`src/rtl/udp_tx_mux_engine_pkg.sv`:
```
// Shared types and constants for the multi-channel UDP transmitter.
// Holds FSM encoding, header sizing and last-word byte-enable codes.
package udp_tx_pkg;

  typedef enum logic [1:0] {
    S_IDLE,
    S_HDR0,
    S_HDR1,
    S_PAY
  } state_e;

  localparam int          UDP_HDR_BYTES   = 8;
  localparam logic [15:0] UDP_MAX_PAYLOAD = 16'd65527;

  localparam logic [1:0] BE_4 = 2'b00;
  localparam logic [1:0] BE_1 = 2'b01;
  localparam logic [1:0] BE_2 = 2'b10;
  localparam logic [1:0] BE_3 = 2'b11;

  function automatic logic [1:0] be_of(
    input logic [1:0] tail
  );
    logic [1:0] be;
    be = BE_4;
    unique case (tail)
      2'd0: be = BE_4;
      2'd1: be = BE_1;
      2'd2: be = BE_2;
      2'd3: be = BE_3;
      default: be = BE_4;
    endcase
    return be;
  endfunction

  // Payload is at most 65527 bytes, so ceil(len/4) fits 14 bits.
  function automatic logic [13:0] words_of(
    input logic [15:0] len
  );
    logic [16:0] t;
    t = {1'b0, len} + 17'd3;
    return t[15:2];
  endfunction

endpackage

```
`src/rtl/udp_tx_mux_engine_if.sv`:
```
// Output word stream of the UDP transmitter towards the IPv4 layer.
// Master drives the word and sideband; slave returns tx_ready.
interface udp_tx_mux_engine_if #(
  parameter int CH_W = 2
) ();

  logic [31:0]     tx_data;
  logic [1:0]      tx_be;
  logic            tx_valid;
  logic            tx_ready;
  logic            tx_last;
  logic [CH_W-1:0] tx_ch;

  modport master (
    output tx_data,
    output tx_be,
    output tx_valid,
    output tx_last,
    output tx_ch,
    input  tx_ready
  );

  modport slave (
    input  tx_data,
    input  tx_be,
    input  tx_valid,
    input  tx_last,
    input  tx_ch,
    output tx_ready
  );

endinterface

```
`src/rtl/udp_tx_mux_engine_rr_arb.sv`:
```
// Round-robin arbiter: grants the first requester after ptr_i.
// Grants nothing unless advance_i is high.
module udp_tx_rr_arb #(
  parameter int N_CH = 4,
  parameter int CH_W = 2
) (
  input  logic [N_CH-1:0] req_i,
  input  logic [CH_W-1:0] ptr_i,
  input  logic            advance_i,
  output logic [N_CH-1:0] gnt_o,
  output logic [CH_W-1:0] gnt_idx_o,
  output logic            any_o
);

  logic [CH_W-1:0] idx;

  always_comb begin
    gnt_o     = '0;
    gnt_idx_o = '0;
    any_o     = 1'b0;
    idx       = '0;
    for (int k = 1; k <= N_CH; k++) begin
      idx = CH_W'((int'(ptr_i) + k) % N_CH);
      if (advance_i && !any_o && req_i[idx]) begin
        any_o      = 1'b1;
        gnt_o[idx] = 1'b1;
        gnt_idx_o  = idx;
      end
    end
  end

endmodule

```
`src/rtl/udp_tx_mux_engine.sv`:
```
// N_CH-channel UDP transmitter, one datagram per round-robin grant.
// Define UDP_TX_CHKSUM_EN to send the supplied checksum instead of 0.
module udp_tx_mux_engine
  import udp_tx_pkg::*;
#(
  parameter int N_CH = 4,
  parameter int CH_W = (N_CH > 1) ? $clog2(N_CH) : 1
) (
  input  logic               clk,
  input  logic               rst_n,
  input  logic [N_CH-1:0]    ch_req,
  input  logic [N_CH*16-1:0] ch_src_port,
  input  logic [N_CH*16-1:0] ch_dst_port,
  input  logic [N_CH*16-1:0] ch_len,
  input  logic [N_CH*16-1:0] ch_chksum,
  input  logic [N_CH*32-1:0] ch_data,
  output logic [N_CH-1:0]    ch_data_rd,
  output logic [N_CH-1:0]    ch_busy,
  output logic [N_CH-1:0]    ch_err,
  udp_tx_mux_engine_if.master tx
);

  state_e          state_q;
  logic [CH_W-1:0] ptr_q;
  logic [CH_W-1:0] g_q;
  logic [N_CH-1:0] busy_q;
  logic [N_CH-1:0] err_q;
  logic [31:0]     hdr_q;
  logic [31:0]     w1_q;
  logic [1:0]      tail_q;
  logic            zero_q;
  logic [13:0]     cnt_q;
  logic            valid_q;

  logic [N_CH-1:0] gnt;
  logic [CH_W-1:0] gidx;
  logic            any;

  logic [15:0] src_g;
  logic [15:0] dst_g;
  logic [15:0] len_g;
  logic [15:0] ulen_d;
  logic [15:0] chk_d;
  logic [13:0] cnt_d;
  logic        xfer;
  logic        pay_last;

  udp_tx_rr_arb #(
    .N_CH (N_CH),
    .CH_W (CH_W)
  ) u_arb (
    .req_i     (ch_req),
    .ptr_i     (ptr_q),
    .advance_i (state_q == S_IDLE),
    .gnt_o     (gnt),
    .gnt_idx_o (gidx),
    .any_o     (any)
  );

  assign src_g  = ch_src_port[{gidx, 4'h0} +: 16];
  assign dst_g  = ch_dst_port[{gidx, 4'h0} +: 16];
  assign len_g  = ch_len[{gidx, 4'h0} +: 16];
  assign ulen_d = len_g + 16'(UDP_HDR_BYTES);
  assign cnt_d  = words_of(len_g);

`ifdef UDP_TX_CHKSUM_EN
  logic [15:0] chk_g;
  assign chk_g = ch_chksum[{gidx, 4'h0} +: 16];
  // Zero means "no checksum" on the wire, so a real 0 goes out as all-ones.
  assign chk_d = (chk_g == 16'h0000) ? 16'hFFFF : chk_g;
`else
  logic unused_chk;
  assign unused_chk = ^ch_chksum;
  assign chk_d      = 16'h0000;
`endif

  assign xfer     = valid_q & tx.tx_ready;
  assign pay_last = (state_q == S_PAY) && (cnt_q == 14'd1);

  always_ff @(posedge clk or negedge rst_n) begin
    if (!rst_n) begin
      state_q <= S_IDLE;
      ptr_q   <= '0;
      g_q     <= '0;
      busy_q  <= '0;
      err_q   <= '0;
      hdr_q   <= '0;
      w1_q    <= '0;
      tail_q  <= '0;
      zero_q  <= 1'b0;
      cnt_q   <= '0;
      valid_q <= 1'b0;
    end else begin
      err_q <= '0;
      unique case (state_q)
        S_IDLE: begin
          if (any) begin
            ptr_q <= gidx;
            if (len_g > UDP_MAX_PAYLOAD) begin
              err_q <= gnt;
            end else begin
              g_q     <= gidx;
              busy_q  <= gnt;
              valid_q <= 1'b1;
              hdr_q   <= {src_g, dst_g};
              w1_q    <= {ulen_d, chk_d};
              tail_q  <= len_g[1:0];
              zero_q  <= (len_g == 16'd0);
              cnt_q   <= cnt_d;
              state_q <= S_HDR0;
            end
          end
        end
        S_HDR0: begin
          if (xfer) begin
            hdr_q   <= w1_q;
            state_q <= S_HDR1;
          end
        end
        S_HDR1: begin
          if (xfer) begin
            if (zero_q) begin
              valid_q <= 1'b0;
              busy_q  <= '0;
              state_q <= S_IDLE;
            end else begin
              state_q <= S_PAY;
            end
          end
        end
        S_PAY: begin
          if (xfer) begin
            cnt_q <= cnt_q - 14'd1;
            if (cnt_q == 14'd1) begin
              valid_q <= 1'b0;
              busy_q  <= '0;
              state_q <= S_IDLE;
            end
          end
        end
        default: state_q <= S_IDLE;
      endcase
    end
  end

  // Payload words pass straight through from the show-ahead source.
  assign tx.tx_data  = (state_q == S_PAY) ?
                       ch_data[{g_q, 5'h00} +: 32] : hdr_q;
  assign tx.tx_be    = pay_last ? be_of(tail_q) : BE_4;
  assign tx.tx_last  = pay_last ||
                       ((state_q == S_HDR1) && zero_q);
  assign tx.tx_valid = valid_q;
  assign tx.tx_ch    = g_q;

  assign ch_data_rd = ((state_q == S_PAY) && tx.tx_ready) ?
                      busy_q : '0;
  assign ch_busy    = busy_q;
  assign ch_err     = err_q;

endmodule
```
`src/flat_wrapper.sv`:
```
// flat-port wrapper written by rule: the top's interface ports become plain ports
module udp_tx_mux_engine_flat import udp_tx_pkg::*;
#(
  parameter int N_CH = 4,
  parameter int CH_W = (N_CH > 1) ? $clog2(N_CH) : 1
)
  (clk, rst_n, ch_req, ch_src_port, ch_dst_port, ch_len, ch_chksum, ch_data, ch_data_rd, ch_busy, ch_err, tx_tx_data, tx_tx_be, tx_tx_valid, tx_tx_last, tx_tx_ch, tx_tx_ready);
  udp_tx_mux_engine_if #(.CH_W(CH_W)) tx_i ();
  input  logic clk;
  input  logic rst_n;
  input  logic [N_CH-1:0] ch_req;
  input  logic [N_CH*16-1:0] ch_src_port;
  input  logic [N_CH*16-1:0] ch_dst_port;
  input  logic [N_CH*16-1:0] ch_len;
  input  logic [N_CH*16-1:0] ch_chksum;
  input  logic [N_CH*32-1:0] ch_data;
  output logic [N_CH-1:0] ch_data_rd;
  output logic [N_CH-1:0] ch_busy;
  output logic [N_CH-1:0] ch_err;
  output wire logic [$bits(tx_i.tx_data)-1:0] tx_tx_data;
  output wire logic [$bits(tx_i.tx_be)-1:0] tx_tx_be;
  output wire logic [$bits(tx_i.tx_valid)-1:0] tx_tx_valid;
  output wire logic [$bits(tx_i.tx_last)-1:0] tx_tx_last;
  output wire logic [$bits(tx_i.tx_ch)-1:0] tx_tx_ch;
  input wire logic [$bits(tx_i.tx_ready)-1:0] tx_tx_ready;
  assign tx_tx_data = tx_i.tx_data;
  assign tx_tx_be = tx_i.tx_be;
  assign tx_tx_valid = tx_i.tx_valid;
  assign tx_tx_last = tx_i.tx_last;
  assign tx_tx_ch = tx_i.tx_ch;
  assign tx_i.tx_ready = tx_tx_ready;
  udp_tx_mux_engine #(.N_CH(N_CH), .CH_W(CH_W)) u_core (.clk(clk), .rst_n(rst_n), .ch_req(ch_req), .ch_src_port(ch_src_port), .ch_dst_port(ch_dst_port), .ch_len(ch_len), .ch_chksum(ch_chksum), .ch_data(ch_data), .ch_data_rd(ch_data_rd), .ch_busy(ch_busy), .ch_err(ch_err), .tx(tx_i));
endmodule
```
`config.mk`:
```
export PLATFORM = sky130hd
export DESIGN_NAME = udp_tx_mux_engine_flat
export DESIGN_NICKNAME = d
export VERILOG_FILES = /design/src/rtl/udp_tx_mux_engine_pkg.sv /design/src/rtl/udp_tx_mux_engine_if.sv /design/src/rtl/udp_tx_mux_engine_rr_arb.sv /design/src/rtl/udp_tx_mux_engine.sv /design/src/flat_wrapper.sv
export SDC_FILE = /design/constraint.sdc
export NUM_CORES = 1
export LEC_CHECK = 0
export ABC_CLOCK_PERIOD_IN_PS = 7700
export BUFFER_PORTS_ARGS = -buffer_cell sky130_fd_sc_hd__buf_2
export CAP_MARGIN = 20
export CORE_AREA = 2 2 173 175
export CTS_BUF_LIST = sky130_fd_sc_hd__clkbuf_8
export DETAILED_ROUTE_END_ITERATION = 8
export DIE_AREA = 0 0 175 177
export PLACE_DENSITY = 0.51
export SLEW_MARGIN = 20
export SYNTH_ARGS = -nofsm -noshare
export SYNTH_HDL_FRONTEND = slang
export SYNTH_SLANG_ARGS = --single-unit
```
`constraint.sdc`:
```
create_clock -name clk -period 7.7 [get_ports clk]
set_input_delay 1.54 -clock clk [delete_from_list [all_inputs] [get_ports clk]]
set_output_delay 1.54 -clock clk [all_outputs]
set_load 0.02 [all_outputs]
```
# Yosys cells after proc, flatten, opt, wreduce, memory -nomap -nowiden
# Index checks and enable logic that the tools add are counted.
[totals] word_cells=145 rom_bits=0 latch_bits=0 ram_bits=0 memories=0 output_inout_bits=50 ff_bits=80
[op_classes] n_reduce_logical=30 n_mux=65 eq_ne=14 n_bitwise=5 div_mod_pow=0 magnitude_cmp=9 addsub=7 shift=4 mul=0
[ops] op="$shiftx A64 B7 Y16" n=3
[ops] op="$mux W32" n=4
[ops] op="$shiftx A128 B8 Y32" n=1
[ops] op="$pmux W32 S2" n=1
[ops] op="$mux W4" n=14
[ops] op="$mux W14" n=3
[ops] op="$pmux W14 S2" n=1
[ops] op="$mux W2" n=12
[ops] op="$mux W1" n=18
[ops] op="$add A16 B2 Y16 const B" n=1
[ops] op="$add A16 B4 Y16 const B" n=1
[ops] op="$gt A16 B16 Y1 const B" n=1
[ops] op="$logic_not A16 Y1" n=1
[ops] op="$pmux W2 S4" n=2
[ops] op="$eq A14 B1 Y1 const B" n=1
[ops] op="$logic_and A1 B1 Y1" n=14
[ops] op="$sub A14 B1 Y14 const B" n=1
[ops] op="$lt A2 B3 Y1 const B" n=4
[ops] op="$ne A2 B1 Y1 const B" n=6
[ops] op="$or A4 B4 Y4" n=3
[ops] op="$pmux W4 S3" n=1
[ops] op="$bmux W1 S2" n=4
[ops] op="$demux W1 S2" n=4
[ops] op="$eq A2 B2 Y1 const B" n=4
[ops] op="18 further kinds" n=29

# Longest topological paths before layout
# Gate-level depths: netlist (run 1).
[logic_depth] ltp_word=22 ltp_mapped=17 ltp_nobuf=14

# By module
# From an unflattened synthesis (run 1), not the netlist that was laid out.
[unflattened] hier_cells=727 hier_area_um2=6966.7
[by_module_without_submodules] module="udp_tx_mux_engine" cells_per_inst=662 seq_area_each_um2=1951.9 instances=1 area_per_inst_um2=6428.7
[by_module_without_submodules] module="udp_tx_rr_arb" cells_per_inst=65 seq_area_each_um2=0.0 instances=1 area_per_inst_um2=538.0

# Worst setup path before layout (run 1)
# No wires, ideal clock.
[synth_timing] path_type="input port to flip-flop" start="input ch_req[0]" end="register u_core.tail_q[0]" required_time_ns=7.572 path_slack_ns=2.756 arrival_ns=4.816 cell_stages=11 path_buffers=3 path_cell_list="buf_2 nand2b_1 mux4_2 o211a_1 a311oi_2 buf_4 mux2_1 or4_1 o21ai_4 buf_2 mux2_1"
[synth_between] elab_chain_cells=20 word_cells_on_any_way=30
[synth_rtl] item="start, declared" line="flat_wrapper.sv:11" rtl="input logic [N_CH-1:0] ch_req;"
[synth_rtl] item="$bmux W1 S2" line="udp_tx_mux_engine_rr_arb.sv:24" rtl="if (advance_i && !any_o && req_i[idx]) begin"
[synth_rtl] item="$mux W1 (implied by the code)" line="udp_tx_mux_engine_rr_arb.sv:24"
[synth_rtl] item="$logic_and A1 B1 Y1" line="udp_tx_mux_engine_rr_arb.sv:24"
[synth_rtl] item="$mux W1" line="udp_tx_mux_engine_rr_arb.sv:24"
[synth_rtl] item="$logic_not A1 Y1" line="udp_tx_mux_engine_rr_arb.sv:24"
[synth_rtl] item="$logic_and A1 B1 Y1 (2 in a row)" line="udp_tx_mux_engine_rr_arb.sv:24"
[synth_rtl] item="$mux W1" line="udp_tx_mux_engine_rr_arb.sv:24"
[synth_rtl] item="$logic_not A1 Y1" line="udp_tx_mux_engine_rr_arb.sv:24"
[synth_rtl] item="$logic_and A1 B1 Y1 (2 in a row)" line="udp_tx_mux_engine_rr_arb.sv:24"
[synth_rtl] item="$mux W1" line="udp_tx_mux_engine_rr_arb.sv:24"
[synth_rtl] item="$logic_not A1 Y1" line="udp_tx_mux_engine_rr_arb.sv:24"
[synth_rtl] item="$logic_and A1 B1 Y1 (2 in a row)" line="udp_tx_mux_engine_rr_arb.sv:24"
[synth_rtl] item="$mux W2" line="udp_tx_mux_engine_rr_arb.sv:24"
[synth_rtl] item="$shiftx A64 B7 Y16" line="udp_tx_mux_engine.sv:62" rtl="assign len_g = ch_len[{gidx, 4'h0} +: 16];"
[synth_rtl] item="$gt A16 B16 Y1" line="udp_tx_mux_engine.sv:99" rtl="if (len_g > UDP_MAX_PAYLOAD) begin"
[synth_rtl] item="$not A1 Y1 (no source line)"
[synth_rtl] item="$reduce_and A3 Y1 (no source line)"
[synth_rtl] item="end signal, assigned" line="udp_tx_mux_engine.sv:107" rtl="tail_q <= len_g[1:0];"
[synth_rtl] item="end, declared" line="udp_tx_mux_engine.sv:30" rtl="logic [1:0] tail_q;"
# Parallel ways exist; a longest one is shown, timed or not. The select of a mux whose other input is x is not followed.
# A chain may end at the register's enable or synchronous reset.

# Worst setup path in the final report (run 1)
[layout_timing] start="register u_core.ptr_q[0]" end="register u_core.cnt_q[8]"
[layout_between] elab_chain_cells=22 word_cells_on_any_way=39
[layout_rtl] item="start, declared" line="udp_tx_mux_engine.sv:24" rtl="logic [CH_W-1:0] ptr_q;"
[layout_rtl] item="start signal, assigned" line="udp_tx_mux_engine.sv:98" rtl="ptr_q <= gidx;"
[layout_rtl] item="$add A2 B1 Y2" line="udp_tx_mux_engine_rr_arb.sv:23" rtl="idx = CH_W'((int'(ptr_i) + k) % N_CH);"
[layout_rtl] item="$bmux W1 S2" line="udp_tx_mux_engine_rr_arb.sv:24"
[layout_rtl] item="$mux W1 (implied by the code)" line="udp_tx_mux_engine_rr_arb.sv:24"
[layout_rtl] item="$logic_and A1 B1 Y1" line="udp_tx_mux_engine_rr_arb.sv:24"
[layout_rtl] item="$mux W1" line="udp_tx_mux_engine_rr_arb.sv:24"
[layout_rtl] item="$logic_not A1 Y1" line="udp_tx_mux_engine_rr_arb.sv:24"
[layout_rtl] item="$logic_and A1 B1 Y1 (2 in a row)" line="udp_tx_mux_engine_rr_arb.sv:24"
[layout_rtl] item="$mux W1" line="udp_tx_mux_engine_rr_arb.sv:24"
[layout_rtl] item="[4 not listed]"
[layout_rtl] item="$logic_not A1 Y1" line="udp_tx_mux_engine_rr_arb.sv:24"
[layout_rtl] item="$logic_and A1 B1 Y1 (2 in a row)" line="udp_tx_mux_engine_rr_arb.sv:24"
[layout_rtl] item="$mux W2" line="udp_tx_mux_engine_rr_arb.sv:24"
[layout_rtl] item="$shiftx A64 B7 Y16" line="udp_tx_mux_engine.sv:62"
[layout_rtl] item="$add A16 B2 Y16" line="udp_tx_mux_engine_pkg.sv:40" rtl="t = {1'b0, len} + 17'd3;"
[layout_rtl] item="$mux W14" line="udp_tx_mux_engine.sv:99"
[layout_rtl] item="$mux W14" line="udp_tx_mux_engine.sv:97" rtl="if (any) begin"
[layout_rtl] item="$pmux W14 S2" line="udp_tx_mux_engine.sv:95" rtl="unique case (state_q)"
[layout_rtl] item="end signal, assigned" line="udp_tx_mux_engine.sv:109" rtl="cnt_q <= cnt_d;"
[layout_rtl] item="end signal, assigned" line="udp_tx_mux_engine.sv:133" rtl="cnt_q <= cnt_q - 14'd1;"
[layout_rtl] item="end, declared" line="udp_tx_mux_engine.sv:32" rtl="logic [13:0] cnt_q;"
# Parallel ways exist; a longest one is shown, timed or not. The select of a mux whose other input is x is not followed.

==> reports/metrics.csv, run 1 <==
metric;value;unit
n_antenna_cell;0;
cp-end-kind;register;
crit_required;7.97;ns
tritoncts;yes;
r2r-start;u_core.ptr_q[0];
fin_hold_ws;0.4942;ns
syn_area;7306;sq um
clk_path_buf_depth;2;
rr_worst_depth;14;
cts_hold_buf;0;
globalplace.congestion;0.8322;
tightestPinTransition;1.031;ns
syn_inst;952;
r2r_slack;1.92;ns
synthTopCellsByCount;310 x nand2_1, 78 x dfrtp_1, 60 x o21ai_1, 55 x a21oi_1, 44 x clkbuf_1;
avgSynthCellArea;7.674;sq um
grt_pass1_wl;45550;um
crit_family;compound AO/OA/AOI/OAI gates;
synth_fa_ha_area_share;1.884;%
path_max_fanout;90;
setup-violations-final;0;
internal_power;915.8;uW
ant_nets;0;
antenna_found_initial;0;
nets;1676;
synth-edff-count;0;
post_cts_buffers;0;
ys_seq_elements;78;
crit_buf_inv;3;
area_growth;32.92;%
path_depth;14;
power_switching_share;36.78;%
crit_end;u_core.cnt_q[8];
drc;0;
p_switching;532.9;uW
slowest_delay;0.77;ns
crit_start;u_core.ptr_q[0];
setup_tns;0;ns
via_per_inst;4.988;
grt_pass1_vias;8020;
synth_mux_area_share;17.01;%
maxCapViolCount;0;
yosysWarnings;0;
final.period_utilization;75.07;%
die_area;30980;sq um
cts_made_buffers;9;
slew_headroom;31.04;%
cp-start-kind;register;
ys_seq_area_share;26.72;%
cellLeakagePower;4.841;nW
via_count;8325;
period_minus_slack;5.781;ns
seqPwrFrac;40.5;%
path_clk_slew;0.10;ns
die_x;175;um
final_max_slew_viol_count;0;
grt_overflow;0;
synth_top_family_by_area;simple AND/OR/NAND/NOR gates;
rsz0062_at_grt;no;
gr-usage-all-layers;18.65;%
synth_top_area_cell;dfrtp_1;
synth_xor_area_share;2.637;%
io_pins;441;
pwr-share-clk;25.6;%
skew;0.01052;ns
holdCritPathClass;register to register;
r2r-end;u_core.cnt_q[8];
drt-pass1-iter-count;5;
crit_type;register to register;
wl_per_cell;17.88;um
grt_max_degree;91;
drive_gt1_share;35.89;%
root_buffer;clkbuf_8;
power_frac_comb;34.0;%
vdd_drop_max;0.06940;mV
wirelength;29840;um
syn_nets;1354;
io_buffer_count;376;
status;completed;
slowest_stage;dfrtp_1;
drt-initial-drc-count;459;
worstSkewPairLatency;0.37;ns
core_area;29240;sq um
synthSimpleGateAreaFrac;27.16;%
path_cells;inv_1 -> ha_1 -> mux4_2 -> o211a_1 -> a311oi_4 -> buf_4 -> mux4_2 -> a21boi_4 -> nand4_4 -> o21ai_4 -> buf_12 -> nand2_1 -> o21ai_0 -> a211o_1;
synth_ff_type;dfrtp_1;
die_h;177;um
fmax;0.1730;GHz
synth_area_leaders;dfrtp_1 27%, nand2_1 16%, mux4_2 11%, mux2i_1 4.5%, o21ai_1 4.1%;
htree_num_levels;3;
crit_top_cell;mux4_2;
hold_viol;0;
cts_sinks;78;
rows;63;
synth.distinct_cells;59;
dp_hpwl;22760;um
cts_resized;0;
critPathArrivalTime;6.05;ns
p_per_area;149.2;nW/um^2
synth_top_area_share;26.72;%
synth.most_common_cell;nand2_1;
synth_compound_area_share;19.68;%
start_util;24.98;%
synth_async_sr_flop_share;100.0;%
stage by stage:
step	power [mW]	cell area, sq um	util (%)	setup WS [ns]	cells
after CTS	1.463	9708	33.20	1.894	1669
after global routing	1.557	9711	33.21	1.566	1669
after detailed placement	1.087	9480	32.42	1.562	1653
after global placement	1.077	9480	32.42	1.626	1653
final	1.449	9711	33.21	1.919	1669
after floorplan	0.8728	7306	-	2.756	952
worst reg2reg max path, cell delays in order (launching register included):
cell      delay, ns
dfrtp_1        0.77
inv_1          0.31
ha_1           0.43
mux4_2         0.54
o211a_1        0.27
a311oi_4       0.49
buf_4          0.62
mux4_2         0.69
a21boi_4       0.20
nand4_4        0.15
o21ai_4        0.09
buf_12         0.26
nand2_1        0.38
o21ai_0        0.16
a211o_1        0.33
how the worst min path moves through the flow:
stage	startpoint	endpoint	slack [ns]	depth (start not counted)
after floorplan	u_core.zero_q	u_core.zero_q	0.44	2
after global placement	u_core.tx.tx_ch[1]	u_core.tx.tx_ch[1]	0.46	2
after detailed placement	u_core.tx.tx_ch[1]	u_core.tx.tx_ch[1]	0.47	2
after CTS	u_core.tx.tx_ch[1]	u_core.tx.tx_ch[1]	0.50	2
after global routing	u_core.hdr_q[22]	u_core.hdr_q[22]	0.52	2
final	u_core.hdr_q[25]	u_core.hdr_q[25]	0.49	2
kinds of logic (layout without fill, tap and decap cells):
group / Yosys count / count (layout)
xor gates and xnor gates: 22 / 22
AOI/OAI and AO/OA: 224 / 224
DFF: 78 / 78
adders and majority gates: 11 / 11
muxes: 77 / 77
buffers and inverters: 84 / 411
and+or+nand+nor: 456 / 456
placed cells by master (no fill, tap or decap), drive strengths merged, types with 11 or more instances in the layout:
cell type and n:
buf 389, nand2 310, nor3 16, mux2i 33
mux4 37, xnor2 11, and3 40, o2111ai 11
a311oi 17, ha 11, dfrtp 78, nor2 30
nand3 22, a21oi 55, a211oi 16, o211ai 12
o21ai 79, xor2 11
power groups by stage:
stage,registers [mW],logic [mW],clock network (mW)
floorplan,0.568,0.305,0
global placement,0.590,0.487,0
detailed placement,0.593,0.494,0
CTS,0.585,0.496,0.381
global route,0.604,0.553,0.400
finish,0.586,0.492,0.371
metal layers:
metal | vias to the layer above | wire length [um] | track usage [%]
li1 | 4059 | - | -
met1 | 3930 | 13490 | 26.04
met2 | 323 | 13990 | 30.71
met3 | 13 | 2129 | 2.899
met4 | 0 | 230 | 3.438
met5 | - | 0 | 0
final cells by class:
| class | count | area [sq um] |
|---|---|---|
| multi-input combinational | 790 | 5021 |
| tap | 390 | 488.0 |
| clock inverter | 7 | 103.9 |
| timing repair buffer | 389 | 1994 |
| sequential | 78 | 1957 |
| inverter | 6 | 22.52 |
| fill | 3163 | 19530 |
| clock buffer | 9 | 123.9 |
state kept, by name, indices dropped and copies added, names as in the netlist:
signal / flops
u_core.state_q: 2
u_core.zero_q: 1
u_core.cnt_q: 14
u_core.w1_q: 15
u_core.ch_busy: 4
u_core.tail_q: 1
u_core.ptr_q: 2
u_core.ch_err: 4
u_core.hdr_q: 32
u_core.tx.tx_ch: 2
u_core.tx.tx_valid: 1
Note: power is estimated with default switching activity, not from simulation.
==> run 2: changes to the inputs <==
- ABC_CLOCK_PERIOD_IN_PS: 7700 -> 4850
- PLACE_DENSITY: 0.51 -> 0.53
- clock period: 7.7 -> 4.85 ns (I/O delays scaled with it)
==> reports/metrics.csv, run 2 (synthesis gave the netlist of run 1 again) <==
metric;value;unit;change
status;completed;;
grt_overflow;0;;unchanged
grt_pass1_vias;8068;;+0.60%
antenna_found_initial;0;;unchanged
drive_gt1_share;37.17;%;+1.3 points
tritoncts;yes;;
p_per_area;224.5;nW/um^2;+51%
holdCritPathClass;register to register;;
globalplace.congestion;0.8102;;-2.6%
htree_num_levels;3;;unchanged
cp-start-kind;register;;
grt_max_degree;79;;-13%
path_cells;inv_1 -> ha_1 -> mux4_2 -> o211a_1 -> a311oi_4 -> buf_4 -> mux4_2 -> a21boi_4 -> nand4_4 -> o21ai_4 -> buf_4 -> mux2_1;;
drt-initial-drc-count;519;;+13%
via_per_inst;4.928;;-1.2%
maxCapViolCount;0;;unchanged
crit_family;multiplexers;;
cts_sinks;78;;unchanged
core_area;29240;sq um;unchanged
n_antenna_cell;0;;unchanged
largest_reg_flops;32;;unchanged
slowest_stage;dfrtp_1;;
total_power;2.218;mW;+53%
nets;1699;;+1.4%
crit_required;5.11;ns;-2.86 ns
die_area;30980;sq um;unchanged
vdd_drop_max;0.09533;mV;+37%
rsz0062_at_grt;no;;
hold_viol;0;;unchanged
die_x;175;um;unchanged
fill_cells;3192;;+0.92%
final.period_utilization;92.87;%;+18 points
slew_headroom;42.46;%;+11 points
final_max_slew_viol_count;0;;unchanged
worstSkewPairLatency;0.38;ns;about the same
dp_hpwl;23370;um;+2.7%
cts_hold_buf;0;;unchanged
fmax;0.2220;GHz;+28%
final_area;9878;sq um;+1.7%
io_pins;441;;unchanged
top_regs;u_core.hdr_q (32), u_core.w1_q (15), u_core.cnt_q (14);;
period_minus_slack;4.504;ns;-1.276 ns
critPathArrivalTime;4.77;ns;-1.28 ns
layout_common_cells;375 x buf_2, 307 x nand2_1, 76 x dfrtp_1, 60 x o21ai_1, 55 x a21oi_1;;
wirelength;29530;um;-1.0%
skew;0.01228;ns;+0.001765 ns
worst_slack;0.3457;ns;-1.574 ns
start_util;24.98;%;unchanged
grt_pass1_wl;45270;um;-0.61%
setup-violations-final;0;;unchanged
clk_path_buf_depth;2;;unchanged
largest_register;u_core.hdr_q;;
setup_tns;0;ns;unchanged
drt-pass1-iter-count;7;;+2
crit_buf_inv;3;;unchanged
crit_type;register to register;;
tightestPinTransition;0.8631;ns;-0.1676 ns
drc;0;;unchanged
root_buffer;clkbuf_8;;
final_common_cell;buf_2;;
via_count;8339;;+0.17%
path_max_fanout;30;;-67%
io_buffer_count;376;;unchanged
ant_nets;0;;unchanged
pre_cts_ws;0.1143;ns;-1.448 ns
slowest_delay;0.60;ns;-0.17 ns
path_clk_slew;0.10;ns;about the same
gr-usage-all-layers;18.59;%;-0.067 points
die_h;177;um;unchanged
cts_made_buffers;9;;unchanged
placed_area;9684;sq um;+2.2%
area_growth;35.21;%;
wl_per_cell;17.45;um;-2.4%
cp-end-kind;register;;
rows;63;;unchanged
cellLeakagePower;4.944;nW;+2.1%
[run 2: path summary, 6_finish.rpt]
path	from	to	slack, ns	cells past startpoint
max in group asynchronous	rst_n	u_core.tx.tx_ch[0]	3.63	1
setup / recovery	u_core.ptr_q[1]	u_core.tail_q[0]	0.35	12
setup reg to reg	u_core.ptr_q[1]	u_core.tail_q[0]	0.35	12
hold / removal	u_core.tx.tx_ch[1]	u_core.tx.tx_ch[1]	0.49	2
hold reg to reg	u_core.tx.tx_ch[1]	u_core.tx.tx_ch[1]	0.49	2
min in group asynchronous	rst_n	u_core.hdr_q[3]	0.64	1
[run 2: timing repair]
item                       CTS  global route
resized for setup            0             1
setup buffers                0             0
setup endpoints to repair    0             1
[run 2: per-stage QoR]
| stage | utilization (%) | hold slack (ns) | std cells |
|---|---|---|---|
| floorplan | - | 0.4432 | 952 |
| global placement | 33.09 | 0.4632 | 1676 |
| detailed placement | 33.12 | 0.4726 | 1676 |
| CTS | 33.75 | 0.4965 | 1692 |
| global route | 33.78 | 0.5204 | 1692 |
| finish | 33.78 | 0.4889 | 1692 |
[run 2: report_power, final]
part           internal [mW]  switching [mW]
logic                  0.365           0.416
registers              0.794           0.149
clock network          0.196           0.298
total                   1.36           0.863
[run 2: cell type report]
type / instances / area, sq um / share of cell area [%]
clock inverters: 7 / 61.31 / 0.6206
clock buffers: 9 / 123.9 / 1.254
repair buffers: 412 / 2196 / 22.23
well taps: 390 / 488.0 / 4.940
flip-flops and latches: 78 / 1957 / 19.81
inverters: 6 / 22.52 / 0.2280
multi-input cells: 790 / 5030 / 50.92
[run 2: worst min-delay path, delay by kind of cell, from the launching register on]
kind               cells  cell delay [ns]
AOI/OAI and AO/OA      1             0.06
and+or+nand+nor        1             0.05
DFF                    1             0.35
[run 2: per-layer routing]
layer | part of all wire (%) | up-vias | track usage [%]
met1 | 47 | 3902 | 25.84
li1 | - | 4109 | -
met4 | 1.8 | 0 | 5.243
met5 | 0 | - | 0
met2 | 46 | 305 | 30.32
met3 | 6.0 | 23 | 2.320
==> run 3: changes to the inputs <==
- ABC_CLOCK_PERIOD_IN_PS: 4850 -> 5800
- CELL_PAD_IN_SITES_DETAIL_PLACEMENT: not set -> 1
- CELL_PAD_IN_SITES_GLOBAL_PLACEMENT: not set -> 2
- CORE_AREA: 2 2 173 175 -> not set
- CORE_MARGIN: not set -> 2
- CORE_UTILIZATION: not set -> 25
- DIE_AREA: 0 0 175 177 -> not set
- PLACE_DENSITY: 0.53 -> 0.89
- clock period: 4.85 -> 5.8 ns (I/O delays scaled with it)
==> reports/metrics.csv, run 3 (synthesis gave the netlist of run 1 again) <==
metric;value;unit;change
status;completed;;
maxCapViolCount;0;;unchanged
htree_num_levels;3;;unchanged
path_clk_slew;0.10;ns;about the same
cp-start-kind;register;;
crit_type;register to register;;
largest_reg_flops;32;;unchanged
wirelength;32090;um;+8.7%
seqPwrFrac;40.9;%;-1.6 points
finish.utilization;33.98;%;+0.20 points
grt_max_degree;68;;-14%
rsz0062_at_grt;no;;
layout_common_cells;375 x buf_2, 308 x nand2_1, 75 x dfrtp_1, 60 x o21ai_1, 55 x a21oi_1;;
die_h;174.9;um;-1.2%
cellLeakagePower;4.871;nW;-1.5%
critPathArrivalTime;5.52;ns;+0.75 ns
vdd_drop_max;0.1067;mV;+12%
internal_power;1.212;mW;-11%
dp_hpwl;25200;um;+7.8%
drt-initial-drc-count;421;;-19%
die_x;174.9;um;about the same
slowest_stage;dfrtp_1;;
period_minus_slack;5.255;ns;+0.7505 ns
nets;1683;;-0.94%
p_switching;712.5;uW;-17%
holdCritPathClass;register to register;;
cp-end-kind;register;;
setup-violations-final;0;;unchanged
largest_register;u_core.hdr_q;;
tritoncts;yes;;
ant_nets;0;;unchanged
final.period_utilization;90.60;%;-2.3 points
grt_use_met2;37.10;%;+6.8 points
clk_path_buf_depth;2;;unchanged
grt-busiest-layer;met2;;
power_switching_share;37.03;%;-1.9 points
slowest_delay;0.62;ns;+0.02 ns
start_util;25.45;%;+0.47 points
power_frac_comb;34.1;%;-1.1 points
cts_hold_buf;0;;unchanged
p_per_area;197.3;nW/um^2;-12%
post_cts_buffers;0;;unchanged
skew;0.01912;ns;+0.006839 ns
setup_tns;0;ns;unchanged
drc;0;;unchanged
io_pins;441;;unchanged
pre_cts_ws;0.4071;ns;+0.2928 ns
cts_resized;0;;unchanged
met3_usage;3.046;%;+0.73 points
rows;62;;-1.6%
fmax;0.1903;GHz;-14%
io_buffer_count;376;;unchanged
crit_required;6.07;ns;+0.96 ns
grt_pass1_wl;49270;um;+8.8%
root_buffer;clkbuf_8;;
via_per_inst;5.068;;+2.8%
crit_top_cell;buf_4;;
globalplace.congestion;0.8253;;+1.9%
gr-usage-all-layers;20.44;%;+1.9 points
die_area;30610;sq um;-1.2%
cts_made_buffers;9;;unchanged
drive_gt1_share;36.24;%;-0.94 points
final_max_slew_viol_count;0;;unchanged
path_max_fanout;27;;-10%
wl_per_cell;19.20;um;+10%
antenna_found_initial;0;;unchanged
hold_viol;0;;unchanged
core_area;28700;sq um;-1.9%
rr_worst_depth;14;;+2
path_cells;inv_1 -> ha_1 -> mux4_2 -> o211a_1 -> a311oi_4 -> buf_4 -> buf_4 -> nor2_1 -> a21oi_1 -> nand4b_1 -> nor4_1 -> nand2_1 -> xor2_1 -> o221a_1;;
drt-pass1-iter-count;4;;-3
area_growth;33.48;%;
slew_headroom;37.13;%;-5.3 points
cts_sinks;78;;unchanged
top_regs;u_core.hdr_q (32), u_core.w1_q (15), u_core.cnt_q (14);;
worstSkewPairLatency;0.38;ns;about the same
grt_overflow;0;;unchanged
pwr-share-clk;25.0;%;+2.8 points
met1_usage;25.73;%;-0.11 points
worst_slack;0.5452;ns;+0.1995 ns
final_common_cell;buf_2;;
tightestPinTransition;0.9431;ns;+0.08000 ns
via_count;8469;;+1.6%
holdPathStages;2;;unchanged
grt_pass1_vias;8844;;+9.6%
## run 3: area by class of cell
| class | instances | area, sq um |
|---|---|---|
| Clock inverter | 7 | 96.34 |
| Fill cell | 3638 | 18950 |
| Tap cell | 384 | 480.5 |
| Inverter | 6 | 22.52 |
| Antenna cell | 1 | 2.502 |
| Clock buffer | 9 | 123.9 |
| Sequential cell | 78 | 1958 |
| Multi-Input combinational cell | 790 | 5021 |
| Timing Repair Buffer | 396 | 2047 |
## run 3: per-stage QoR
stage	cells	area [sq um]	total power [mW]	hold WS, ns
finish	1671	9752	1.924	0.4965
global route	1670	9749	2.071	0.5256
CTS	1670	9749	1.947	0.4971
detailed placement	1654	9529	1.455	0.4755
global placement	1654	9527	1.426	0.4667
floorplan	952	7306	1.159	0.4432
## run 3: power groups by stage
stage / logic, mW / registers [mW] / clock network, mW
after detailed placement: 0.660 / 0.795 / 0
after global routing: 0.738 / 0.811 / 0.522
after global placement: 0.639 / 0.787 / 0
after floorplan: 0.404 / 0.754 / 0
final: 0.656 / 0.786 / 0.481
after CTS: 0.663 / 0.784 / 0.500
## run 3: worst paths after layout
path | slack [ns] | startpoint | end
worst max-delay path | 0.55 | u_core.ptr_q[1] | u_core.cnt_q[13]
worst min-delay path | 0.50 | u_core.hdr_q[25] | u_core.hdr_q[25]
worst max register to register | 0.55 | u_core.ptr_q[1] | u_core.cnt_q[13]
worst min register to register | 0.50 | u_core.hdr_q[25] | u_core.hdr_q[25]
max in group asynchronous | 3.96 | rst_n | u_core.state_q[0]
min in group asynchronous | 0.71 | rst_n | u_core.hdr_q[14]
## run 3: worst max-delay path: cells and delay by family, from the launching register on
kind | cells | cell delay (ns)
simple gates | 4 | 0.89
xor+xnor | 1 | 0.18
buf+inv | 3 | 1.08
flops | 1 | 0.62
fa+ha+maj | 1 | 0.41
compound gates | 4 | 1.44
mux | 1 | 0.53
## run 3: metal layers
| layer | up-vias | part of all wire (%) |
|---|---|---|
| met5 | - | 0 |
| met4 | 0 | 0.87 |
| met3 | 14 | 4.7 |
| met2 | 263 | 52 |
| met1 | 4124 | 43 |
| li1 | 4068 | - |
